### config.mk
export PLATFORM = sky130hd
export DESIGN_NAME = branch_checkpoint_table
export DESIGN_NICKNAME = d
export VERILOG_FILES = /design/src/rtl/branch_checkpoint_table.sv
export SDC_FILE = /design/constraint.sdc
export NUM_CORES = 1
export LEC_CHECK = 0
export CAP_MARGIN = 20
export CORE_ASPECT_RATIO = 0.75
export CORE_UTILIZATION = 54
export DETAILED_ROUTE_END_ITERATION = 8
export HOLD_SLACK_MARGIN = 0.05
export PLACE_DENSITY = 0.9
export SYNTH_ARGS = -nofsm -noshare
export SYNTH_HDL_FRONTEND = slang
export SYNTH_SLANG_ARGS = --single-unit
### constraint.sdc
create_clock -name clock -period 3.4 [get_ports clock]
set_input_delay 0.85 -clock clock [delete_from_list [all_inputs] [get_ports clock]]
set_output_delay 0.85 -clock clock [all_outputs]
set_load 0.005 [all_outputs]
### src/rtl/branch_checkpoint_table.sv
// Per-tag branch checkpoint table: snapshot + ancestry mask, resolution and mispredict squash.
// Outputs registered, one cycle after the resolving edge; no backpressure (2 resolves + 1 alloc per cycle).
module branch_checkpoint_table #(
  parameter int ROB_IDX_W = 5,
  parameter int FL_IDX_W  = 5
) (
  input  logic                 clock,
  input  logic                 reset,
  input  logic [2:0]           alloc_marker,
  input  logic [3:0]           alloc_bmask,
  input  logic [ROB_IDX_W-1:0] alloc_rob_tail,
  input  logic [FL_IDX_W-1:0]  alloc_fl_head,
  input  logic                 ex_br_valid_1,
  input  logic                 ex_br_valid_2,
  input  logic [1:0]           ex_br_tag_1,
  input  logic [1:0]           ex_br_tag_2,
  input  logic                 ex_br_mispred_1,
  input  logic                 ex_br_mispred_2,
  output logic                 cl_enable_1,
  output logic                 cl_enable_2,
  output logic                 cl_enable_3,
  output logic                 cl_enable_4,
  output logic [1:0]           cl_position_1,
  output logic [1:0]           cl_position_2,
  output logic [1:0]           cl_position_3,
  output logic [1:0]           cl_position_4,
  output logic [3:0]           resolved_mask,
  output logic                 recover_valid,
  output logic [3:0]           recover_squash_mask,
  output logic [ROB_IDX_W-1:0] recover_rob_tail,
  output logic [FL_IDX_W-1:0]  recover_fl_head,
  output logic                 protocol_err
);

  logic [3:0]           valid;
  logic [3:0]           mask     [4];
  logic [ROB_IDX_W-1:0] rob_tail [4];
  logic [FL_IDX_W-1:0]  fl_head  [4];

  logic [3:0] cl_enable;

  logic       alloc_en;
  logic [1:0] alloc_tag;
  logic       p2_en;
  logic       hit_1, hit_2, mis_1, mis_2;
  logic       recover;
  logic [1:0] win;
  logic [3:0] squash, good, freed;
  logic [3:0] valid_nxt;
  logic [3:0] alloc_mask;
  logic       err;

  assign alloc_en  = !alloc_marker[2];
  assign alloc_tag = alloc_marker[1:0];
  // Same tag on both ports collapses to the port-1 request.
  assign p2_en = ex_br_valid_2 && !(ex_br_valid_1 && (ex_br_tag_1 == ex_br_tag_2));
  assign hit_1 = ex_br_valid_1 && valid[ex_br_tag_1];
  assign hit_2 = p2_en && valid[ex_br_tag_2];
  assign mis_1 = hit_1 && ex_br_mispred_1;
  assign mis_2 = hit_2 && ex_br_mispred_2;

  always_comb begin
    recover = mis_1 || mis_2;
    win     = ex_br_tag_1;
    if (mis_2 && (!mis_1 || mask[ex_br_tag_1][ex_br_tag_2]))
      win = ex_br_tag_2;

    squash = 4'b0000;
    if (recover) begin
      squash[win] = 1'b1;
      for (int i = 0; i < 4; i++)
        if (valid[i] && mask[i][win])
          squash[i] = 1'b1;
      if (alloc_en)
        squash[alloc_tag] = 1'b1;
    end

    good = 4'b0000;
    if (hit_1 && !ex_br_mispred_1) good[ex_br_tag_1] = 1'b1;
    if (hit_2 && !ex_br_mispred_2) good[ex_br_tag_2] = 1'b1;
    good  = good & ~squash;
    freed = good | squash;

    valid_nxt = valid & ~freed;
    if (alloc_en && !recover)
      valid_nxt[alloc_tag] = 1'b1;

    alloc_mask = alloc_bmask & ~freed;
    alloc_mask[alloc_tag] = 1'b0;

    err = (alloc_en && valid[alloc_tag])
       || (ex_br_valid_1 && !valid[ex_br_tag_1])
       || (p2_en && !valid[ex_br_tag_2]);
  end

  always_ff @(posedge clock or negedge reset) begin
    if (!reset) begin
      valid               <= 4'b0000;
      for (int i = 0; i < 4; i++)
        mask[i]           <= 4'b0000;
      cl_enable           <= 4'b0000;
      resolved_mask       <= 4'b0000;
      recover_valid       <= 1'b0;
      recover_squash_mask <= 4'b0000;
      recover_rob_tail    <= '0;
      recover_fl_head     <= '0;
      protocol_err        <= 1'b0;
    end else begin
      valid <= valid_nxt;
      for (int i = 0; i < 4; i++)
        mask[i] <= mask[i] & ~freed;
      if (alloc_en && !recover)
        mask[alloc_tag] <= alloc_mask;
      cl_enable           <= freed;
      resolved_mask       <= good;
      recover_valid       <= recover;
      recover_squash_mask <= squash;
      recover_rob_tail    <= recover ? rob_tail[win] : '0;
      recover_fl_head     <= recover ? fl_head[win]  : '0;
      if (err)
        protocol_err <= 1'b1;
    end
  end

  // Snapshot payload needs no reset: it is only read while its valid bit is set.
  always_ff @(posedge clock) begin
    if (alloc_en && !recover) begin
      rob_tail[alloc_tag] <= alloc_rob_tail;
      fl_head[alloc_tag]  <= alloc_fl_head;
    end
  end

  assign cl_enable_1   = cl_enable[0];
  assign cl_enable_2   = cl_enable[1];
  assign cl_enable_3   = cl_enable[2];
  assign cl_enable_4   = cl_enable[3];
  assign cl_position_1 = 2'd0;
  assign cl_position_2 = 2'd1;
  assign cl_position_3 = 2'd2;
  assign cl_position_4 = 2'd3;

endmodule
Word-level counts from Yosys, hierarchy flattened
Memories as Yosys holds them, arrays and structs flattened.
Cells that the tools add are included.
{ "classes": {"addsub": 0, "multipliers": 0, "div": 0, "n_lt_le_gt_ge": 11, "n_eq_ne": 1, "shifts": 0, "n_mux": 49, "bitwise_logic": 17, "n_reduce_logical": 34} }
{ "op_table": {"columns": ["cell", "n"], "rows": [
  ["4-bit bitwise AND", 8],
  ["4-bit 2-to-1 mux", 8],
  ["1-bit logical AND", 22],
  ["1-bit 2-to-1 mux", 22],
  ["1-bit binary-select mux with 2-bit select", 8],
  ["16-bit bitwise mux", 1],
  ["16-bit 2-to-1 mux", 1],
  ["4-bit OR", 4],
  ["2-bit by 3-bit less-than comparator with 1-bit output, second input constant", 4],
  ["4-bit inverter", 3],
  ["5-bit 2-to-1 mux", 2],
  ["4-bit binary-select mux with 2-bit select", 1],
  ["1-bit demux with 2-bit select", 4],
  ["4-bit demux with 2-bit select", 1],
  ["2-bit by 1-bit greater-or-equal comparator with 1-bit output, second input constant", 4],
  ["1-bit zero test", 8],
  ["3-bit greater-or-equal comparator, second input constant", 2],
  ["2-bit inverter with 3-bit output", 2],
  ["1-bit logical OR", 4],
  ["3-bit by 1-bit less-than comparator with 1-bit output, second input constant", 1],
  ["2-bit == test", 1],
  ["2-bit 2-to-1 mux", 1]
]} }
{ "totals": {"regBits": 44, "latch_bits": 0, "ram_bits": 40, "rom_bits": 0, "in_bits": 27, "mem_count": 2} }
{ "mem_list": {"columns": ["name", "depth", "word_bits", "read_ports", "rd_clocked_by_memory_dff", "write_ports", "line", "rtl"], "rows": [
  ["fl_head", 4, 5, 1, 0, 1, "38", "logic [FL_IDX_W-1:0] fl_head [4];"],
  ["rob_tail", 4, 5, 1, 0, 1, "37", "logic [ROB_IDX_W-1:0] rob_tail [4];"]
]} }

Depth between registers and ports, before layout
Gate-level depths: netlist of the first run.
{ "logic_depth": {"depth_word": 26, "depth_mapped": 10, "mapped_depth_nobuf": 7} }

Worst setup path after synthesis of the first run
No wires, ideal clock.
{ "synth_timing": {"path_type": "input -> register", "startpoint": "in ex_br_tag_2[1]", "endpoint": "reg mask[1] (netlist name)", "setup_time_ns": 0.155, "arrival_ns": 3.226, "required_time_ns": 3.245, "slack_ns": 0.019, "cell_stages": 9, "n_path_buf": 2, "cell_sequence": "clkbuf_1 -> mux4_2 -> o311a_1 -> a21oi_2 -> inv_1 -> buf_2 -> nor3_2 -> mux2i_1 -> nor4b_2"} }
{ "synth_between": {"elab_chain_cells": 25, "elab_cells_between_ends": 46} }
{ "synth_rtl": {"columns": ["item", "line", "rtl"], "rows": [
  ["from (decl)", "16", "input logic [1:0] ex_br_tag_2,"],
  ["2-bit == test", "56", "assign p2_en = ex_br_valid_2 && !(ex_br_valid_1 && (ex_br_tag_1 == ex_br_tag_2));"],
  ["1-bit logical AND", "56", null],
  ["1-bit zero test", "56", null],
  ["1-bit logical AND", "56", null],
  ["1-bit logical AND", "58", "assign hit_2 = p2_en && valid[ex_br_tag_2];"],
  ["1-bit logical AND", "60", "assign mis_2 = hit_2 && ex_br_mispred_2;"],
  ["1-bit logical AND", "65", "if (mis_2 && (!mis_1 || mask[ex_br_tag_1][ex_br_tag_2]))"],
  ["2-bit 2-to-1 mux", "65", null],
  ["[... 9 more ...]", null, null],
  ["4-bit inverter", "81", "good = good & ~squash;"],
  ["4-bit bitwise AND", "81", null],
  ["4-bit OR", "82", "freed = good | squash;"],
  ["4-bit inverter", "88, 111", null],
  ["4-bit bitwise AND", "88", "alloc_mask = alloc_bmask & ~freed;"],
  ["4-bit bitwise AND (no source line)", null, null],
  ["16-bit bitwise mux", "113", "mask[alloc_tag] <= alloc_mask;"],
  ["16-bit 2-to-1 mux *", "112", "if (alloc_en && !recover)"],
  ["to (signal, indexed assignment)", "111", "mask[i] <= mask[i] & ~freed;"],
  ["to (signal, indexed assignment)", "113", null],
  ["to (decl)", "36", "logic [3:0] mask [4];"]
]} }
Every way passes the cells marked *; elsewhere a longest branch is shown, timed or not. The select of a mux whose other input is x is not followed.
A chain may end at the register's enable or synchronous reset.

Worst setup path in the final report of the first run
{ "layout_timing": {"startpoint": "in ex_br_tag_2[0]", "endpoint": "reg mask[8] (netlist name)"} }
The elaborated chain is that of the path after synthesis.

==> reports/results.ini, run 1 <==
[run_status]
status=complete, no violations

[timing]
setup_ws_ns=0.0979
tns_ns=0
hold_viol=0
finalSetupViolations=0
slew_violations=0
hold-worst-slack_ns=0.459
relSlewSlack_pct=54.1
max_freq_ghz=0.303
rsz0062_at_grt=true
worst_pin_slew_ns=0.689
period_needed_ns=3.30
fin_skew_ns=0.00702
fin_crit_sh_pct=97.1

[final_layout]
final_area_um2=5150
n_antenna_cell=0
drive_above_1_share_pct=28.1
syn_to_final_growth_pct=32.5
fillCellCount=451
finalNetCount=406

[drt]
met2_length_mm=4.63
route.detailed.vias_per_inst=5.92
wire_per_inst_um=20.3
wl_mm=9.80
postRouteAntennaNets=0
wl_met1_mm=3.96
drtPass1Iterations=6
top_layer_used=met4
drt_iter0_markers=311
drc=0
wl_met3_um=960
via_count=2852

[logic_synthesis]
synth_top_area_share_pct=30.9
avgSynthCellArea_um2=14.2
ys_ff_latch=84
synth_ff_type=dfrtp_1
ys_top_cells_by_count=44 x dfrtp_1, 40 x edfxtp_1, 18 x mux2i_1
yosys.area.top_type=edfxtp_1
async_reset_ff_share_pct=52.4
synth_edf_count=40
synth_area_leaders=edfxtp_1 31%, dfrtp_1 28%, mux4_2 8.1%
synth_area_um2=3890
ys_types=53
synth_cells=273
ys_seq_area_share_pct=59.2
synth_most_common_cell=dfrtp_1
ys_warn_count=0

[worst_setup_path]
criticalPathCategory=in2reg
cp.arrival_ns=3.55
cp-start-kind=input port
worstSetupStartpoint=ex_br_tag_2[0]
end_kind=register
crit_required_ns=3.64
crit_fanout=11
r2r_start=valid[3]

[floorplan]
die_h_um=75.5
die-area_um2=7550
fp.coreArea_um2=6900
fp-row-count=26
initial_core_util_pct=56.4
die_x_um=100
io_pins=59

[placement]
gp_congestion=0.875
placement.io_buffers=50
dp_slack_ns=-0.461
dp_hpwl_mm=7.17
dpl_cell_area_um2=4880

[power_and_ir_drop]
p_clk_share_pct=28.0
switching_share_pct=29.6
combPwrFrac_pct=26.2
internal-power_mw=2.06
seqPwrFrac_pct=45.8
leakage_nw=2.09
p_sw_mw=0.867
max-vdd-ir-drop_uv=359
powerDensity_nw_per_um2=569

[worst_hold_path]
hp-class=in2async

[global_route]
antenna_found_initial=0
grt_pass1_vias=2747
grt_max_degree=45
grt_pass1_wl_mm=15.2
grt_overflow_total=0
grtUsageTotal_pct=28.5

[job]
drv_cap=0

[clocking]
h-tree-depth=3
tritoncts=built
numCtsBuffers=9
clock_latency_ns=0.35
clock_sinks=84
clockRootBuffer=clkbuf_8
clk_pin_slew_worst_paths_ns=0.09
post_cts_buffers=0
ctsLongestPathBuffers=2

==> flip-flops by register name, summed over array words and instances, names as in the netlist <==
name                 cells
fl_head                 20
rob_tail                20
mask                    16
recover_fl_head          5
recover_rob_tail         5
cl_enable                4
recover_squash_mask      4
resolved_mask            4
valid                    4
protocol_err             1
recover_valid            1
==> per-stage QoR <==
step | power (mW) | std cells | utilization, %
floorplan | 1.71 | 279 | -
global placement | 2.07 | 465 | 70.8
detailed placement | 2.10 | 465 | 70.8
CTS | 2.92 | 481 | 74.2
global route | 3.05 | 482 | 74.7
finish | 2.93 | 482 | 74.7
==> power by group through the flow <==
stage	Sequential, mW	Clock [mW]	Combinational, mW
after CTS	1.33	0.831	0.757
after global routing	1.35	0.870	0.830
after detailed placement	1.35	0	0.753
after global placement	1.35	0	0.724
final	1.34	0.821	0.767
after floorplan	1.30	0	0.406
==> timing repair <==
item                       CTS  global route
hold buffers                 0             0
gates resized for setup      1             1
setup endpoints to repair   17             3
pin swaps                    1             0
==> worst paths after layout <==
check	end	slack, ns	cells after the start
worst max-delay path	mask[8]	0.1	10
worst min-delay path	recover_rob_tail[1]	0.46	1
worst max register to register	mask[8]	0.62	9
worst min register to register	protocol_err	0.53	2
max in group asynchronous	recover_squash_mask[3]	2.45	2
min in group clock	protocol_err	0.53	2
==> cells by family after synthesis <==
logic type	count (synthesis)	synth area share, %
other	2	0.193
AND/OR/NAND/NOR	81	13.4
AO/OA/AOI/OAI	41	8.72
buffers and inverters	27	4.12
XOR/XNOR	2	0.451
flip-flops	84	59.2
multiplexers	36	13.9
==> layout make-up <==
class | count | area [um^2] | share of cell area, %
clock buffer | 10 | 138 | 2.67
sequential | 84 | 2300 | 44.7
clock inverter | 6 | 95.1 | 1.85
tap | 98 | 123 | 2.38
timing repair buffer | 107 | 1000 | 19.5
inverter | 9 | 33.8 | 0.656
multi-input combinational | 168 | 1450 | 28.2
==> critical path, stage by stage <==
cell	delay (ns)
clkdlybuf4s50_1	0.52
mux4_2	0.55
o311a_1	0.20
buf_4	0.16
a21oi_2	0.16
inv_1	0.23
nor3_4	0.32
buf_4	0.19
mux2i_1	0.07
nor4b_1	0.28
==> routing by layer <==
layer,track usage [%],vias up
met5,0,-
met4,9.66,0
met3,9.08,20
met2,45.9,186
met1,37.6,1395
li1,-,1251
==> layout by cell type (no fill, tap or decap), drive strengths merged, types with 3 or more instances in the layout <==
cell type,n
a211oi,3
clkdlybuf4s50,48
or3b,4
nand2,10
mux4,14
nor4b,12
a32o,3
conb,8
nor2,5
mux2,4
clkbuf,10
nand3b,4
nand3,13
nor3,15
clkinv,4
and2,10
inv,9
a21oi,9
or2,4
edfxtp,40
mux2i,18
dfrtp,44
buf,58
o21ai,7
a22oi,3
(Power assumes the default switching activity.)
==> run 2, diff against run 1 <==
GPL_TIMING_DRIVEN = 0   (was not set)
==> reports/results.ini, run 2 (synthesized netlist as in run 1, its figures left out) <==
[global_route]
grt-busiest-layer=met2
grt_pass1_wl_mm=13.6  ; -10%
antenna_found_initial=0  ; unchanged
grt_overflow_total=0  ; unchanged
grt_pass1_vias=2638  ; -4.0%
grt_use_met1_pct=33.2  ; -4.4 points
grt_util_met2_pct=40.1  ; -5.8 points
grtUsageMet3_pct=5.69  ; -3.4 points
grtUsageTotal_pct=25.1  ; -3.5 points
grt_max_degree=26  ; -42%

[placement]
dp_hpwl_mm=5.86  ; -18%
placedCellCount=425  ; -8.6%
dp_slack_ns=-0.685  ; -0.224 ns
placement.io_buffers=46  ; -8.0%
gp_congestion=0.905  ; +3.4%

[timing]
worst_pin_slew_ns=0.646  ; -0.0431 ns
relSlewSlack_pct=57.0  ; +2.9 points
period_needed_ns=3.31  ; +0.00380 ns
rsz0062_at_grt=false
hold_viol=0  ; unchanged
hold-worst-slack_ns=0.430  ; -0.0282 ns
setup_ws_ns=0.0941  ; -0.00380 ns
max_freq_ghz=0.302  ; -0.11%
tns_ns=0  ; unchanged
fin_skew_ns=0.0135  ; +0.00650 ns
fin_crit_sh_pct=97.2  ; +0.11 points
finalSetupViolations=0  ; unchanged
slew_violations=0  ; unchanged

[clocking]
clockRootBuffer=clkbuf_8
clock_latency_ns=0.36  ; about the same
ctsLongestPathBuffers=2  ; unchanged
clock_sinks=84  ; unchanged
clk_pin_slew_worst_paths_ns=0.09  ; about the same
numCtsBuffers=9  ; unchanged
h-tree-depth=3  ; unchanged
tritoncts=built

[final_layout]
seq_area_um2=2300  ; unchanged
n_antenna_cell=0  ; unchanged
layout_common_cells=44 x dfrtp_1, 44 x clkdlybuf4s50_1, 40 x edfxtp_1, 18 x mux2i_1, 14 x mux4_2
drive_above_1_share_pct=22.7  ; -5.4 points
reg_top3=fl_head (20), rob_tail (20), mask (16)
finalNetCount=370  ; -8.9%
multi_input_area_um2=1490  ; +2.8%
stdcell_count=446  ; -7.5%
fillCellCount=460  ; +2.0%
syn_to_final_growth_pct=24.8

[worst_setup_path]
criticalPathCategory=in2reg
ff2ff_setup_slack_ns=0.47  ; -0.15 ns
ff2ff_path_depth=9  ; unchanged
end_kind=register
cp.arrival_ns=3.54  ; about the same
r2r_start=valid[0]
worstSetupStartpoint=ex_br_valid_1
reg2reg_to=mask[0]
crit_fanout=11  ; unchanged
cp-start-kind=input port
crit_required_ns=3.64  ; about the same

[job]
drv_cap=0  ; unchanged

[drt]
via_count=2699  ; -5.4%
drt_iter0_markers=344  ; +11%
drc=0  ; unchanged
wire_per_inst_um=19.4  ; -4.3%
postRouteAntennaNets=0  ; unchanged
drtPass1Iterations=5  ; -1
wl_mm=8.67  ; -11%
route.detailed.vias_per_inst=6.05  ; +2.3%

[power_and_ir_drop]
max-vdd-ir-drop_uv=334  ; -7.1%
leakage_nw=1.89  ; -9.7%
powerDensity_nw_per_um2=568  ; about the same

[run_status]
status=complete, no violations

[floorplan]
fp-row-count=26  ; unchanged
die_h_um=75.5  ; unchanged
die-area_um2=7550  ; unchanged
initial_core_util_pct=56.4  ; unchanged
fp.coreArea_um2=6900  ; unchanged
die_x_um=100  ; unchanged
io_pins=59  ; unchanged

[worst_hold_path]
hp-class=in2async

==> run 2: per-layer routing <==
metal | vias up | share of wire, %
li1 | 1177 | -
met1 | 1310 | 39
met2 | 191 | 47
met3 | 21 | 11
met4 | 0 | 2.5
met5 | - | 0
==> run 2: layout make-up <==
type                            instances  area share [%]
Sequential cell                        84            47.5
Multi-Input combinational cell        168            30.8
Clock buffer                           10            2.84
Tap cell                               98            2.53
Buffer                                 17            2.66
Inverter                                9           0.748
Clock inverter                          6            1.44
Timing Repair Buffer                   54            11.5
==> run 2: worst max path at each step <==
stage | endpoint | slack, ns | cells after the start
global placement | mask[0] | -0.84 | 9
detailed placement | recover_rob_tail[1] | -0.69 | 8
finish | mask[0] | 0.09 | 10
CTS | mask[0] | 0.03 | 10
global route | mask[0] | 0.02 | 10
floorplan | mask[1] | 0.02 | 9
==> run 2: through the flow <==
stage	total power [mW]	util [%]	area [um^2]
2_1_floorplan	1.71	-	3910
3_3_place_gp	1.95	65.1	4490
4_1_cts	2.74	69.7	4810
6_report	2.76	70.3	4850
5_1_grt	2.88	70.3	4850
3_5_place_dp	1.99	65.5	4520
==> run 2: what timing repair did <==
item,CTS,global route
buffers inserted,6,0
hold buffers,0,0
endpoints found under the hold margin,0,0
pin swaps,3,1
resized for setup,5,9
setup endpoints to repair,32,34
==> run 2: worst max-delay path, cell delays in order <==
cell and delay (ns):
clkdlybuf4s50_1 0.54, inv_1 0.12, o311a_1 0.45, a21oi_4 0.29, inv_1 0.09, buf_2 0.22, nor3_4 0.31, buf_6 0.24
mux2i_1 0.11, nor4b_1 0.33
==> run 2: where the power goes <==
group          total (mW)  switching [mW]  internal (mW)  leakage (nW)
clock network       0.731           0.367          0.364        0.0955
logic               0.702           0.346          0.356         0.840
registers            1.32           0.117           1.21         0.951
==> run 3, diff against run 2 <==
CTS_CLUSTER_SIZE = 28   (was not set)
==> results of run 3 <==
Final layout, timing and power as in run 2 (identical DEF).
==> RTL edit 1, RTL diff (config.mk and constraints of run 3) <==
The parameter `ROB_IDX_W` goes from 5 to 6.
--- a/src/rtl/branch_checkpoint_table.sv
+++ b/src/rtl/branch_checkpoint_table.sv
@@ -1,7 +1,7 @@
 // Per-tag branch checkpoint table: snapshot + ancestry mask, resolution and mispredict squash.
 // Outputs registered, one cycle after the resolving edge; no backpressure (2 resolves + 1 alloc per cycle).
 module branch_checkpoint_table #(
-  parameter int ROB_IDX_W = 5,
+  parameter int ROB_IDX_W = 6,
   parameter int FL_IDX_W  = 5
 ) (
   input  logic                 clock,
Ports: changed (resized alloc_rob_tail and recover_rob_tail); port bits go from 59 to 61. No check against the original RTL was run, so the function may have changed too.
==> RTL edit 1 against run 3 <==
- setup slack gained 120 ps
- area after synthesis rose by 4.2%
- die area grew 4.1%
- sequential cell count grew 5
- clock power decreased by 1%
- power grew 2.2%
- via count increased by 5.4%
- count of clock-buffer cells in the layout is 1 higher
- routed wire length is 6.3% higher
- register-to-register slack improved by 50 ps
- final area rose by 3.1%
- largest cell class unchanged
==> RTL edit 1: results (changes against run 3) <==
clk_latency_ps: 350
top_regs: "rob_tail x24, fl_head x20, mask x16"
grt_usage_pct: 25.6  # +0.51 points
netlist-cell-type-count: 51  # -3.8%
first_iter_violations: 323  # -6.1%
period_needed_ps: 3190  # -118 ps
worstPathMaxFanout: 10  # -1
timing.hold.ws_ps: 378  # -52.4 ps
critPathTopFamily: "compound AO/OA/AOI/OAI gates"
num-nonclk-buffers: 80  # +13%
post-cts-setup-buffers: 10  # +4
p_seq_mw: 1.40  # +6%
skew_ps: 10.0  # -3.48 ps
dpl.hpwl_mm: 6.07  # +3.6%
async_flop_share_pct: 50.6  # -1.8 points
dp_cells: 435  # +2.4%
synth-edff-count: 44  # +10%
status: "complete, no violations"
fill_cells: 475  # +3.3%
rr_endpoint: "recover_rob_tail[0]$_DFF_PN0_"
gp_congestion: 0.892  # -1.4%
die_area_um2: 7860  # +4.1%
pwr_density_cell_nw_per_um2: 564  # -0.82%
nNetsFinal: 387  # +4.6%
worstPathArrival_ps: 3410  # -130 ps
synth_common_cells: "45 x dfrtp_1, 44 x edfxtp_1, 18 x mux2i_1"
dp_slack_ps: -626  # +59.6 ps
switchingPower_mw: 0.827  # -0.24%
slew_headroom_pct: 44.8  # -12 points
buffer_area_share_pct: 14.6  # +0.40 points
seq_area_share_pct: 48.9  # +1.5 points
grt_pass1_wl_mm: 14.6  # +7.3%
leakagePower_nw: 1.97  # +4.6%
synth_compound_area_share_pct: 8.31  # -0.42 points
dpl-instance-area_um2: 4690  # +3.8%
multi_input_area_share_pct: 29.4  # -1.4 points
worst-r2r-setup-slack_ps: 520  # +50 ps
ys_top_cells_by_area: "edfxtp_1 33%, dfrtp_1 28%, mux4_2 8.3%"
clock_cell_area_share_pct: 3.93  # -0.35 points
synth_xor_area_share_pct: 0.432  # -0.018 points
grt_pass1_vias: 2785  # +5.6%
multi_input_cells: 170  # +1.2%
clockBufferCount: 11  # +1
synth_mux_area_share_pct: 13.9  # about the same
syn_inst: 282  # +3.3%
fin_cells: 462  # +3.6%
via_per_inst: 6.16  # +1.8%
-- RTL edit 1: layer usage --
| metal | global-route usage [%] | wire, um | vias to the layer above |
|---|---|---|---|
| met1 | 36.2 | 3650 | 1390 |
| met4 | 9.86 | 265 | 0 |
| met5 | 0 | 0 | - |
| met2 | 38.7 | 4380 | 190 |
| met3 | 5.65 | 926 | 40 |
| li1 | - | - | 1225 |
-- RTL edit 1: worst max-delay path by stage --
stage	startpoint	end	cells after the start
2_1_floorplan	ex_br_tag_1[0]	recover_fl_head[0]$_DFF_PN0_	9
3_3_place_gp	ex_br_tag_1[1]	recover_fl_head[2]$_DFF_PN0_	9
3_5_place_dp	ex_br_tag_1[1]	recover_rob_tail[0]$_DFF_PN0_	9
4_1_cts	ex_br_tag_1[1]	recover_rob_tail[0]$_DFF_PN0_	10
5_1_grt	ex_br_valid_1	mask[14]$_DFF_PN0_	8
6_report	ex_br_valid_1	mask[14]$_DFF_PN0_	8
==> RTL edit 2, RTL diff (config.mk and constraints of run 3) <==
Made on the original files. Register the input `alloc_fl_head` before use. The logic sees it one clock later. The other inputs are not delayed to match.
--- a/src/rtl/branch_checkpoint_table.sv
+++ b/src/rtl/branch_checkpoint_table.sv
@@ -31,6 +31,12 @@
   output logic [FL_IDX_W-1:0]  recover_fl_head,
   output logic                 protocol_err
 );
+
+  logic [FL_IDX_W-1:0] alloc_fl_head_q;
+
+  always_ff @(posedge clock) begin
+    alloc_fl_head_q <= alloc_fl_head;
+  end
 
   logic [3:0]           valid;
   logic [3:0]           mask     [4];
@@ -126,7 +132,7 @@
   always_ff @(posedge clock) begin
     if (alloc_en && !recover) begin
       rob_tail[alloc_tag] <= alloc_rob_tail;
-      fl_head[alloc_tag]  <= alloc_fl_head;
+      fl_head[alloc_tag]  <= alloc_fl_head_q;
     end
   end
 
Formal check against the unedited RTL: not equivalent (Yosys sat finds a counterexample within 4 cycles, from zero or initial values and one cycle with reset low).
==> RTL edit 2 against run 3 <==
- final area rose by 1.1%
- fmax grew 5.0%
- non-clock buffer count increased by 2
- register-to-register slack gained 30 ps
- synthesized cell count rose by 1.8%
- sequential cell count increased by 5
- area after synthesis rose by 2.6%
- die area grew 2.5%
- setup slack better by 160 ps
- routed wire length fell by 1.7%
- sequential power increased by 5%
- power increased by 0.57%
- critical path depth shrank 2
- largest cell class unchanged
- largest power group unchanged
==> RTL edit 2: results (changes against run 3) <==
dr.pass1.iters: 7  # +2
drive_above_1_share_pct: 21.7  # -1.0 points
crit_path_end: "cl_enable[2]$_DFF_PN0_"
synth_seq_area_share_pct: 60.2  # +1.0 points
synth_common_cells: "44 x dfrtp_1, 40 x edfxtp_1, 18 x mux2i_1"
status: "complete, no violations"
finalWirelength_mm: 8.53  # -1.7%
netlist-cell-type-count: 54  # +1.9%
worstRegToRegCells: 7  # -2
skew_ps: 17.4  # +3.91 ps
grt_max_degree: 27  # +3.8%
gp_congestion: 0.921  # +1.8%
dpl.hpwl_mm: 5.77  # -1.7%
leakagePower_nw: 1.93  # +2.2%
worst-r2r-setup-slack_ps: 500  # +30 ps
ys_top_cells_by_area: "edfxtp_1 30%, dfrtp_1 28%, mux4_2 7.9%"
first_iter_violations: 346  # +0.58%
tightest_slew_ps: 1030  # +387 ps
async_flop_share_pct: 49.4  # -2.9 points
rr_endpoint: "recover_squash_mask[0]$_DFF_PN0_"
nNetsFinal: 377  # +1.9%
rr_startpoint: "mask[10]$_DFF_PN0_"
grt_pass1_wl_mm: 13.9  # +2.2%
critPathTopFamily: "compound AO/OA/AOI/OAI gates"
vdd_drop_max_mv: 0.321  # -3.7%
grt_usage_pct: 24.4  # -0.61 points
num_vias: 2724  # +0.93%
worstPathMaxFanout: 10  # -1
-- RTL edit 2: cell count changes after synthesis --
| cell | run 3 | this run |
|---|---|---|
| dfxtp_1 | 0 | 5 |
-- RTL edit 2: logic make-up after synthesis --
| logic type | after synthesis | share of synthesized area [%] |
|---|---|---|
| XOR/XNOR | 2 | 0.439 |
| AO/OA/AOI/OAI | 41 | 8.50 |
| flip-flops | 89 | 60.2 |
| AND/OR/NAND/NOR | 81 | 13.1 |
| multiplexers | 36 | 13.6 |
| buffers and inverters | 27 | 4.02 |
| other | 2 | 0.188 |
-- RTL edit 2: how the worst min path moves through the flow --
stage                                     startpoint                 endpoint  slack (ps)  cells past startpoint
after detailed placement  alloc_fl_head_q[1]$_DFF_P_  fl_head[1][1]$_DFFE_PP_         470                      0
after global placement    alloc_fl_head_q[1]$_DFF_P_  fl_head[2][1]$_DFFE_PP_         460                      0
final                                          reset        mask[0]$_DFF_PN0_         410                      1
after CTS                                      reset        mask[0]$_DFF_PN0_         410                      1
after global routing                           reset        mask[4]$_DFF_PN0_         440                      1
after floorplan           alloc_fl_head_q[0]$_DFF_P_  fl_head[0][0]$_DFFE_PP_         440                      0
-- RTL edit 2: metal layers --
metal | vias to the layer above | share of wire [%] | global-route usage, %
met5 | - | 0 | 0
li1 | 1200 | - | -
met2 | 171 | 46 | 36.5
met1 | 1315 | 41 | 33.3
met3 | 38 | 10 | 8.17
met4 | 0 | 2.9 | 8.99
-- RTL edit 2: what timing repair did --
| action | CTS | global route |
|---|---|---|
| pin swaps | 2 | 1 |
| endpoints found under the setup margin | 38 | 44 |
| gates resized for setup | 5 | 5 |
| buffers inserted | 6 | 2 |
-- RTL edit 2: where the power goes --
group,total [mW],switching (mW),internal (mW)
clock network,0.711,0.368,0.342
logic,0.678,0.331,0.347
registers,1.38,0.115,1.27
total,2.77,0.814,1.96
-- RTL edit 2: area by class of cell --
type                       instances  area share, %
multi-input combinational        168           30.1
clock inverter                     6           1.33
tap                               98           2.50
inverter                           9          0.740
timing repair buffer              56           11.2
buffer                            17           2.55
clock buffer                      10           2.60
sequential                        89           49.0
-- RTL edit 2: through the flow --
stage	worst slack (ps)	instances	TNS, ps	cell area, um2
after floorplan	18.6	284	0	4010
after global placement	-778	428	-29160	4590
after detailed placement	-674	430	-30170	4620
after CTS	0.0664	451	0	4870
after global routing	117	453	0	4910
final	250	453	0	4910
